## src/rtl/icache_refill_ctrl.sv

```systemverilog
// ---------------------------------------------------------------------------
// icache_refill_ctrl
//
// Initiator side of the 512-bit instruction-cache line-fill interface.
// On a miss it issues a line-aligned request to instruction memory and
// holds it until memory answers with a single-cycle mem_ready pulse. The
// returned 16-word line is then written into the direct-mapped cache array
// together with its index and tag. A decode-stage redirect cancels an
// outstanding fill: the request still has to complete (memory has no
// cancel), but the returned data is discarded and fetch is released early.
// A watchdog aborts requests that memory never answers.
//
// Ports
//   clk          rising-edge clock
//   reset        asynchronous active-low reset (0 = reset asserted)
//   miss         cache lookup for miss_addr missed this cycle
//   miss_addr    fetch PC that missed
//   redirect     decode-stage redirect; cancels the outstanding fill
//   mem_ready    single-cycle pulse, mem_rdata valid in the same cycle
//   mem_rdata    returned line, word k at bits 32k+31:32k
//   mem_req      request outstanding
//   mem_addr     line-aligned request address (bits 5:0 = 0)
//   fill_we      one-cycle write strobe to the cache array
//   fill_index   line index to write
//   fill_tag     tag to write (array sets the valid bit on fill_we)
//   fill_data    registered line data
//   busy         stall request to fetch
//   timeout_err  sticky watchdog-expiry flag
// ---------------------------------------------------------------------------
module icache_refill_ctrl #(
    parameter int NUM_LINES = 8,
    parameter int IDX_W     = $clog2(NUM_LINES),
    parameter int TAG_W     = 26 - IDX_W,
    parameter int TIMEOUT   = 63
) (
    input  logic               clk,
    input  logic               reset,
    input  logic               miss,
    input  logic [31:0]        miss_addr,
    input  logic               redirect,
    input  logic               mem_ready,
    input  logic [511:0]       mem_rdata,
    output logic               mem_req,
    output logic [31:0]        mem_addr,
    output logic               fill_we,
    output logic [IDX_W-1:0]   fill_index,
    output logic [TAG_W-1:0]   fill_tag,
    output logic [511:0]       fill_data,
    output logic               busy,
    output logic               timeout_err
);

    localparam int WD_W = 6;
    // The watchdog fires on the TIMEOUT-th cycle spent waiting, i.e. when
    // the count of already-elapsed waiting cycles equals TIMEOUT-1.
    localparam logic [WD_W-1:0] WD_LAST = WD_W'(TIMEOUT - 1);

    typedef enum logic [1:0] {
        S_IDLE,
        S_WAIT,
        S_DROP,
        S_FILL
    } state_t;

    state_t          state_reg;
    logic [WD_W-1:0] wd_cnt_reg;

    logic            wd_expire;
    logic [WD_W-1:0] wd_cnt_inc;

    assign wd_expire  = (wd_cnt_reg == WD_LAST);
    // Saturating increment: the counter never wraps back to a small value.
    assign wd_cnt_inc = (wd_cnt_reg == {WD_W{1'b1}}) ? wd_cnt_reg : wd_cnt_reg + 1'b1;

    always_ff @(posedge clk or negedge reset) begin
        if (!reset) begin
            state_reg   <= S_IDLE;
            wd_cnt_reg  <= '0;
            mem_req     <= 1'b0;
            mem_addr    <= '0;
            fill_we     <= 1'b0;
            fill_index  <= '0;
            fill_tag    <= '0;
            fill_data   <= '0;
            busy        <= 1'b0;
            timeout_err <= 1'b0;
        end else begin
            case (state_reg)
                S_IDLE: begin
                    fill_we <= 1'b0;
                    // A redirect in the same cycle means the missing PC is
                    // already stale, so the miss is not serviced.
                    if (miss && !redirect) begin
                        mem_addr   <= {miss_addr[31:6], 6'b0};
                        mem_req    <= 1'b1;
                        busy       <= 1'b1;
                        wd_cnt_reg <= '0;
                        state_reg  <= S_WAIT;
                    end
                end

                S_WAIT: begin
                    if (mem_ready) begin
                        // Data arriving with a redirect is still a valid
                        // line for this address, so it is kept.
                        fill_data  <= mem_rdata;
                        fill_index <= mem_addr[5+IDX_W:6];
                        fill_tag   <= mem_addr[31:6+IDX_W];
                        fill_we    <= 1'b1;
                        mem_req    <= 1'b0;
                        wd_cnt_reg <= '0;
                        state_reg  <= S_FILL;
                    end else if (wd_expire) begin
                        timeout_err <= 1'b1;
                        mem_req     <= 1'b0;
                        busy        <= 1'b0;
                        wd_cnt_reg  <= '0;
                        state_reg   <= S_IDLE;
                    end else begin
                        wd_cnt_reg <= wd_cnt_inc;
                        if (redirect) begin
                            // Release fetch now; the request itself must
                            // still run to completion in DROP.
                            busy      <= 1'b0;
                            state_reg <= S_DROP;
                        end
                    end
                end

                S_DROP: begin
                    if (mem_ready) begin
                        mem_req    <= 1'b0;
                        busy       <= 1'b0;
                        wd_cnt_reg <= '0;
                        state_reg  <= S_IDLE;
                    end else if (wd_expire) begin
                        timeout_err <= 1'b1;
                        mem_req     <= 1'b0;
                        busy        <= 1'b0;
                        wd_cnt_reg  <= '0;
                        state_reg   <= S_IDLE;
                    end else begin
                        wd_cnt_reg <= wd_cnt_inc;
                        // A new miss cannot be taken while the cancelled
                        // request is still in flight, so stall fetch instead.
                        busy       <= miss;
                    end
                end

                S_FILL: begin
                    fill_we   <= 1'b0;
                    busy      <= 1'b0;
                    state_reg <= S_IDLE;
                end

                default: begin
                    state_reg <= S_IDLE;
                end
            endcase
        end
    end

endmodule

```

## config.mk

```make
export PLATFORM = sky130hd
export DESIGN_NAME = icache_refill_ctrl
export DESIGN_NICKNAME = d
export VERILOG_FILES = /design/src/rtl/icache_refill_ctrl.sv
export SDC_FILE = /design/constraint.sdc
export NUM_CORES = 1
export LEC_CHECK = 0
export ABC_AREA = 1
export BUFFER_PORTS_ARGS = -buffer_cell sky130_fd_sc_hd__buf_4
export CORE_AREA = 2 2 439 441
export CTS_BUF_LIST = sky130_fd_sc_hd__clkbuf_16
export DETAILED_ROUTE_END_ITERATION = 16
export DIE_AREA = 0 0 441 443
export HOLD_SLACK_MARGIN = 0.03
export PLACE_DENSITY = 0.37
export SYNTH_ARGS = -nofsm -noshare
export SYNTH_HDL_FRONTEND = slang
export SYNTH_SLANG_ARGS = --single-unit
export TNS_END_PERCENT = 10
```

## constraint.sdc

```tcl
create_clock -name clk -period 2.08 [get_ports clk]
set_input_delay 0.104 -clock clk [delete_from_list [all_inputs] [get_ports clk]]
set_output_delay 0.104 -clock clk [all_outputs]
set_load 0.01 [all_outputs]
```

==> reports/results.ini, run 1 <==
[status]
status=finished, final reports clean

[sta]
slew_viol_final=0
skew_ns=0.0482
period_minus_slack_ns=1.95
period_share=0.938
slew-limit-headroom=0.625
rsz0062_at_grt=true
postLayoutSetupSlackWorst_ns=0.130
worstMarginPinSlew_ns=0.562
setup_tns_ns=0
fmax_mhz=513
setup_viol=0
hold_viol_final=0

[flow_run]
drv_cap=0

[worst_setup_path]
r2r-end=fill_data[192]
cp_common_cell=nand2_1
reg2reg_slack_ns=0.13
rr_startpoint=state_reg[1]
cp-start-kind=register
worstSetupPathType=register to register
crit_path_end_kind=register
critPathSlowestCell=dfrtp_1
crit_chain=inv_1, ha_1, nand2_4, buf_12, buf_4, nand2_1, nand2_1
r2r_cells=7
arrival_ns=2.59
cp.required_ns=2.72
cp_slowest_stage_delay_ns=0.39
crit_path_max_fanout=62

[die]
coreArea_sq_um=191000
ioPinCount=1123
rows=161
die_area_sq_um=195000
die_y_um=443
dieWidth_um=441
initial_core_util=0.115

[synthesis]
synth_seq_cells=576
synth_edf_count=0
synth.area.top_cells=dfrtp_1 65%, nand2_1 28%, buf_2 2.1%, mux2_4 1.1%, buf_4 0.78%
synth_area_sq_um=22100
synth_top_area_frac=0.653
synth.largest_area_cell=dfrtp_1
yosys_warnings=0
async_flop_share=1.00
ys.flop_type=dfrtp_1
netlist-cell-type-count=27
avgSynthCellArea_sq_um=9.06
synthCells=2436
ys_seq_area_frac=0.653

[clocking]
cts.clk_slew.worst_paths_ns=0.06
root_buffer=clkbuf_16
cts_buffer_depth=3
cts_made_buffers=80
clock-sinks=576
cts_tree=done
htree_num_levels=3
clock_latency_ns=0.70
post-cts-setup-buffer-count=0

[layout]
drive_gt1_frac=0.322
regArea_sq_um=14400
largest_reg_flops=512
fillerInstances=21000
multi_input_area_sq_um=6870
final_cells=6769
nets=4726
regMostFlops=fill_data
final_area_sq_um=42300
reg_top3=fill_data x512, mem_addr x26, fill_tag x23
area_growth_syn_to_layout_pct=91.7

[drt]
drc_errors=0
dr.pass1.iters=7
ant_nets=0
vias=22700
drt_iter0_drc=1293
wl_per_cell_um=19.5
vias_per_cell=3.36
routed_wl_um=132000

[hold_path]
holdPathEnd=fill_data[12]
hold_class=input pin to register
hold_depth=4
min_from=mem_rdata[12]

[placed_design]
dp_hpwl_um=103000
dpl_cell_area_sq_um=34000
place_congestion=0.910
dp_cells=6056
io_buffers=1110
dp_slack_ns=0.0777

[power]
comb_power_share=0.430
ir_drop_uv=629
pwr-share-clk=0.236
internal-power_mw=35.8
switchingPower_mw=23.2
power.leakage_nw=22.0
seq_power_share=0.334
power_mw=58.9
p_per_area_nw_per_um2=1390
swShare=0.393

[global_route]
track_usage=0.132
grt_overflow_total=0
grt_pass1_vias=23300
antenna_found_initial=34
grt_pass1_wl_um=183000
grt_max_degree=103

==> power by group through the flow <==
stage / Sequential, mW / Clock (mW) / Combinational [mW]
CTS: 19.7 / 14.5 / 26.0
detailed placement: 19.7 / 0 / 24.9
finish: 19.7 / 13.9 / 25.3
global placement: 19.7 / 0 / 24.9
global route: 20.3 / 15.0 / 27.5
floorplan: 21.7 / 0 / 7.33
==> Yosys cell counts, types with 2 or more instances <==
cell / count
nor3_1: 2
mux2_2: 8
nand3_1: 9
nand2_4: 3
inv_1: 17
nand2_1: 1634
ha_1: 6
buf_2: 94
buf_6: 7
clkbuf_1: 3
o21bai_1: 2
mux2_4: 16
a21oi_1: 2
nor2_1: 13
o21ai_0: 11
buf_4: 23
dfrtp_1: 576
==> how the worst max path moves through the flow <==
stage / start / to / slack (ns)
6_report: state_reg[1] / fill_data[192] / 0.13
3_3_place_gp: state_reg[1] / fill_data[404] / 0.11
3_5_place_dp: state_reg[1] / fill_data[321] / 0.08
2_1_floorplan: state_reg[0] / mem_addr[15] / 0.59
5_1_grt: state_reg[1] / fill_data[184] / -0.002
4_1_cts: state_reg[1] / fill_data[376] / 0.04
==> logic make-up after synthesis <==
group,count (synthesis),synth area share
compound gates,20,0.00618
mux,24,0.0150
buf+inv,145,0.0363
other cells,1,0.000170
flops,576,0.653
simple gates,1664,0.286
fa+ha+maj,6,0.00340
==> placed cells by master, fill, tap and decap left out, types with 11 or more instances in the layout <==
master | netlist | routed
inv_1 | 17 | 34
diode_2 | 0 | 16
dfrtp_1 | 576 | 576
buf_12 | 0 | 32
o21ai_0 | 11 | 11
mux2_4 | 16 | 16
nand2_1 | 1634 | 1633
buf_4 | 23 | 1183
clkbuf_16 | 0 | 80
dlygate4sd3_1 | 0 | 558
clkinv_1 | 0 | 12
nor2_1 | 13 | 13
==> per-stage QoR <==
step | hold slack (ns) | util
floorplan | -0.192 | -
global placement | 0.145 | 0.178
detailed placement | 0.148 | 0.178
CTS | 0.0300 | 0.221
global route | 0.0913 | 0.221
finish | 0.137 | 0.221
==> final cells by class <==
class	count	area share
timing repair buffer	1775	0.358
antenna	16	0.000947
tap	2526	0.0747
sequential	576	0.341
multi-input combinational	1720	0.163
inverter	18	0.00189
clock inverter	58	0.0138
clock buffer	80	0.0473
==> per-layer routing <==
metal	wire length, um	GRT usage	part of all wire
met4	4080	0.0491	0.031
met3	6680	0.0243	0.050
met5	109	0	0.00082
met2	61500	0.209	0.46
met1	59900	0.177	0.45
==> critical path: cells and delay by family, from the launching register on <==
kind / cells / cell delay, ns
adder cells (fa/ha/maj): 1 / 0.25
buffers and inverters: 3 / 0.71
flip-flops: 1 / 0.39
AND/OR/NAND/NOR: 3 / 0.39
==> timing repair <==
item,4_1_cts,5_1_grt
hold buffers,559,0
resized for setup,0,2
endpoints found under the hold margin,1102,0
setup endpoints to repair,0,26
(Power assumes the default switching activity.)
==> run 2, diff against run 1 <==
- CAP_MARGIN: not set -> 20
- CORE_AREA: 2 2 439 441 -> 2 2 438 440
- DIE_AREA: 0 0 441 443 -> 0 0 440 442
==> run 2 against run 1 <==
Net effect:
- via count grew 0.38%
- sequential power is essentially flat
- critical endpoint is now mem_addr[31]
- die area shrank 0.45%
==> reports/results.ini, run 2 (same netlist as run 1, synthesis figures left out) <==
[power]
p_per_area_nw_per_um2=1400
comb_power_share=0.427
pwr-share-clk=0.235
ir_drop_uv=707
swShare=0.393
seq_power_share=0.337
switchingPower_mw=23.0
power.leakage_nw=21.8
internal-power_mw=35.6

[layout]
reg_top3=fill_data x512, mem_addr x26, fill_tag x23
nets=4689
area_growth_syn_to_layout_pct=89.9
final_common_cell=nand2_1
largest_reg_flops=512
fillerInstances=20900
regMostFlops=fill_data
drive_gt1_frac=0.320
mostFrequentLayoutCells=1,633 x nand2_1, 1,165 x buf_4, 576 x dfrtp_1

[status]
status=finished, final reports clean

[die]
die_y_um=442
initial_core_util=0.116
coreArea_sq_um=190000
rows=160
ioPinCount=1123
dieWidth_um=440
die_area_sq_um=194000

[sta]
rsz0062_at_grt=false
hold_viol_final=0
slew-limit-headroom=0.456
slew_viol_final=0
setup_tns_ns=0
setup_viol=0
hold_slack_ns=0.146
worstMarginPinSlew_ns=0.816
skew_ns=0.0422
period_minus_slack_ns=1.94
period_share=0.932
fmax_mhz=516

[clocking]
cts_buffer_depth=3
cts.clk_slew.worst_paths_ns=0.06
htree_num_levels=3
post-cts-setup-buffer-count=0
cts_tree=done
cts_made_buffers=79
clock-sinks=576
root_buffer=clkbuf_16
clock_latency_ns=0.69

[drt]
drt_iter0_drc=1502
vias=22800
ant_nets=0
drc_errors=0
dr.pass1.iters=6
routed_wl_um=133000
wl_per_cell_um=19.8
vias_per_cell=3.39

[global_route]
track_usage=0.134
grt_pass1_wl_um=185000
grt_overflow_total=0
use_met2=0.208
busiest_layer=met2
grt_pass1_vias=23700
use_met1=0.169
use_met3=0.0411
grt_max_degree=107
antenna_found_initial=47

[worst_setup_path]
crit_path_max_fanout=9
worstSetupPathType=register to register
cp-start-kind=register
cp.required_ns=2.66
crit_path_end_kind=register
arrival_ns=2.51

[placed_design]
io_buffers=1110
place_congestion=0.938
dp_hpwl_um=105000

[flow_run]
drv_cap=0

[hold_path]
hold_class=input pin to register

[run 2: routing by layer]
metal / vias up / share of wire
met4: 30 / 0.041
met5: - / 0.0015
met3: 208 / 0.074
met1: 11000 / 0.43
li1: 10800 / -
met2: 797 / 0.46
[run 2: power by group through the flow]
stage,Sequential [mW],Clock (mW),Combinational (mW)
final,19.8,13.8,25.1
after global routing,20.4,14.8,27.2
after CTS,19.7,14.4,25.7
after detailed placement,19.8,0,24.6
after global placement,19.8,0,24.6
after floorplan,21.7,0,7.33
[run 2: stage by stage]
stage	util	instances	worst slack (ns)	power [mW]	instance area, sq um
after global placement	0.178	6018	0.211	44.4	33800
after global routing	0.221	6719	0.0106	62.5	41900
after detailed placement	0.178	6018	0.146	44.5	33800
final	0.221	6724	0.142	58.6	41900
after floorplan	-	2441	0.586	29.0	22100
after CTS	0.221	6702	0.0681	59.8	41800
[run 2: worst max-delay path, stage by stage, from the launching register on]
cell and delay, ns:
dfrtp_1 0.42, inv_1 0.11, ha_2 0.25, nand3_4 0.12, buf_4 0.22, nor2_1 0.10, dlygate4sd3_1 0.55, a21oi_1 0.04
[run 2: timing repair]
action	in CTS	in global routing
gates resized for setup	0	1
hold buffers	546	0
endpoints found under the hold margin	1128	0
setup endpoints to repair	0	1
[run 2: path summary, 6_finish.rpt]
path | to | slack [ns] | from | cells past startpoint
max | mem_addr[31] | 0.14 | state_reg[1] | 7
min | fill_data[18] | 0.15 | mem_rdata[18] | 4
max reg2reg | mem_addr[31] | 0.14 | state_reg[1] | 7
min reg2reg | fill_data[92] | 0.48 | fill_data[92] | 2
max in group asynchronous | mem_addr[15] | 1.17 | reset | 3
min in group asynchronous | fill_data[386] | 0.23 | reset | 3
[run 2: final cells by class]
class | count | area [sq um] | share of cell area
clock inverters | 58 | 556 | 0.0133
clock buffers | 80 | 2000 | 0.0478
diodes | 22 | 55.1 | 0.00131
flip-flops and latches | 576 | 14400 | 0.344
multi-input cells | 1720 | 6880 | 0.164
repair buffers | 1739 | 14800 | 0.353
well taps | 2511 | 3140 | 0.0750
inverters | 18 | 75.1 | 0.00179
==> run 3, diff against run 2 <==
- CORE_AREA: 2 2 438 440 -> 2 2 440 442
- DIE_AREA: 0 0 440 442 -> 0 0 442 444
- RECOVER_POWER: not set -> 25
==> run 3 against run 2 <==
Net effect:
- global-route usage about the same
- critical endpoint is now fill_data[306]
- combinational power about the same
- sequential power about the same
- largest cell class unchanged
==> reports/results.ini, run 3 (same netlist as run 1, synthesis figures left out) <==
[placed_design]
dpl_cell_area_sq_um=34000
dp_hpwl_um=105000
place_congestion=0.910
io_buffers=1110
dp_cells=6042
dp_slack_ns=0.0944

[clocking]
cts_buffer_depth=3
cts.clk_slew.worst_paths_ns=0.06
htree_num_levels=3
cts_tree=done
cts_made_buffers=80
root_buffer=clkbuf_16
post-cts-setup-buffer-count=0
clock-sinks=576
clock_latency_ns=0.70

[layout]
final_common_cell=nand2_1
drive_gt1_frac=0.317
reg_top3=fill_data x512, mem_addr x26, fill_tag x23
regMostFlops=fill_data
multi_input_area_sq_um=6880
fin_util=0.220
fillerInstances=21100
final_area_sq_um=42100
nets=4716
largest_reg_flops=512
area_growth_syn_to_layout_pct=91.0
mostFrequentLayoutCells=1,633 x nand2_1, 1,159 x buf_4, 576 x dfrtp_1
final_cells=6757
regArea_sq_um=14400

[sta]
setup_viol=0
hold_slack_ns=0.137
postLayoutSetupSlackWorst_ns=0.156
period_minus_slack_ns=1.92
fmax_mhz=520
period_share=0.925
setup_tns_ns=0
rsz0062_at_grt=false
slew_viol_final=0
hold_viol_final=0
skew_ns=0.0328
worstMarginPinSlew_ns=1.18
slew-limit-headroom=0.214

[die]
ioPinCount=1123
coreArea_sq_um=192000
die_y_um=444
dieWidth_um=442
die_area_sq_um=196000
initial_core_util=0.115
rows=161

[power]
seq_power_share=0.338
switchingPower_mw=23.3
swShare=0.397
pwr-share-clk=0.231
power.leakage_nw=21.9
comb_power_share=0.431
p_per_area_nw_per_um2=1400
power_mw=58.8
ir_drop_uv=586
internal-power_mw=35.5

[drt]
vias=22900
drt_iter0_drc=1500
dr.pass1.iters=5
ant_nets=0
wl_per_cell_um=20.0
routed_wl_um=135000
drc_errors=0
vias_per_cell=3.39

[global_route]
track_usage=0.134
grt_pass1_wl_um=187000
grt_overflow_total=0
grt_pass1_vias=23500
grt_max_degree=81
antenna_found_initial=39

[flow_run]
drv_cap=0

[worst_setup_path]
startpoint=state_reg[1]
cp-endpoint=fill_data[306]
crit_path_end_kind=register
r2r-end=fill_data[306]
crit_path_max_fanout=20
arrival_ns=2.55
r2r_cells=9
cp.required_ns=2.70
reg2reg_slack_ns=0.16
worstSetupPathType=register to register
rr_startpoint=state_reg[1]
cp-start-kind=register

[status]
status=finished, final reports clean

[hold_path]
hold_class=input pin to register

run 3: cell types whose count changed in the layout (fill, tap and decap cells not counted), moves of 3 or more:
cell | before | now
clkinv_1 | 11 | 15
inv_1 | 29 | 37
bufinv_16 | 7 | 4
clkinv_2 | 13 | 9
clkinvlp_4 | 5 | 1
buf_4 | 1165 | 1159
dlygate4sd3_1 | 545 | 562
clkbuf_1 | 0 | 5
clkbuf_2 | 0 | 4
diode_2 | 22 | 11
buf_16 | 0 | 3
run 3: power groups by stage:
stage | Sequential [mW] | Clock [mW] | Combinational (mW)
2_1_floorplan | 21.7 | 0 | 7.33
3_3_place_gp | 19.9 | 0 | 25.0
3_5_place_dp | 19.9 | 0 | 25.1
4_1_cts | 19.9 | 14.2 | 26.1
5_1_grt | 20.5 | 14.7 | 27.5
6_report | 19.9 | 13.6 | 25.4
run 3: how the worst min path moves through the flow:
stage / depth (start not counted) / from / slack (ns) / to
floorplan: 0 / reset / -0.19 / busy
global placement: 1 / reset / 0.09 / fill_data[4]
detailed placement: 1 / reset / 0.09 / fill_data[271]
CTS: 4 / mem_rdata[230] / 0.03 / fill_data[230]
global route: 4 / mem_rdata[236] / 0.08 / fill_data[236]
finish: 4 / mem_rdata[146] / 0.14 / fill_data[146]
run 3: cell type report:
cell class / instances / share of cell area
diodes: 11 / 0.000653
clock buffers: 82 / 0.0487
clock inverters: 59 / 0.0113
inverters: 18 / 0.00178
multi-input cells: 1720 / 0.163
flip-flops and latches: 576 / 0.342
well taps: 2526 / 0.0750
repair buffers: 1765 / 0.357
run 3: what timing repair did:
action / CTS / global route
setup endpoints to repair: 0 / 94
hold buffers: 563 / 0
endpoints found under the hold margin: 1078 / 0
gates resized for setup: 0 / 4
run 3: routing by layer:
| layer | vias up | GRT usage | wire length [um] |
|---|---|---|---|
| met5 | - | 0 | 92 |
| met4 | 14 | 0.0463 | 4310 |
| met3 | 180 | 0.0299 | 7680 |
| met2 | 754 | 0.215 | 63800 |
| met1 | 11100 | 0.175 | 59500 |
| li1 | 10800 | - | - |
run 3: critical path, stage by stage (launching register included):
cell and delay, ns:
dfrtp_1 0.41, inv_1 0.10, ha_2 0.23, nand2_4 0.12, inv_8 0.18, buf_12 0.18, buf_12 0.18, buf_12 0.15
nand2_1 0.15, nand2_1 0.10
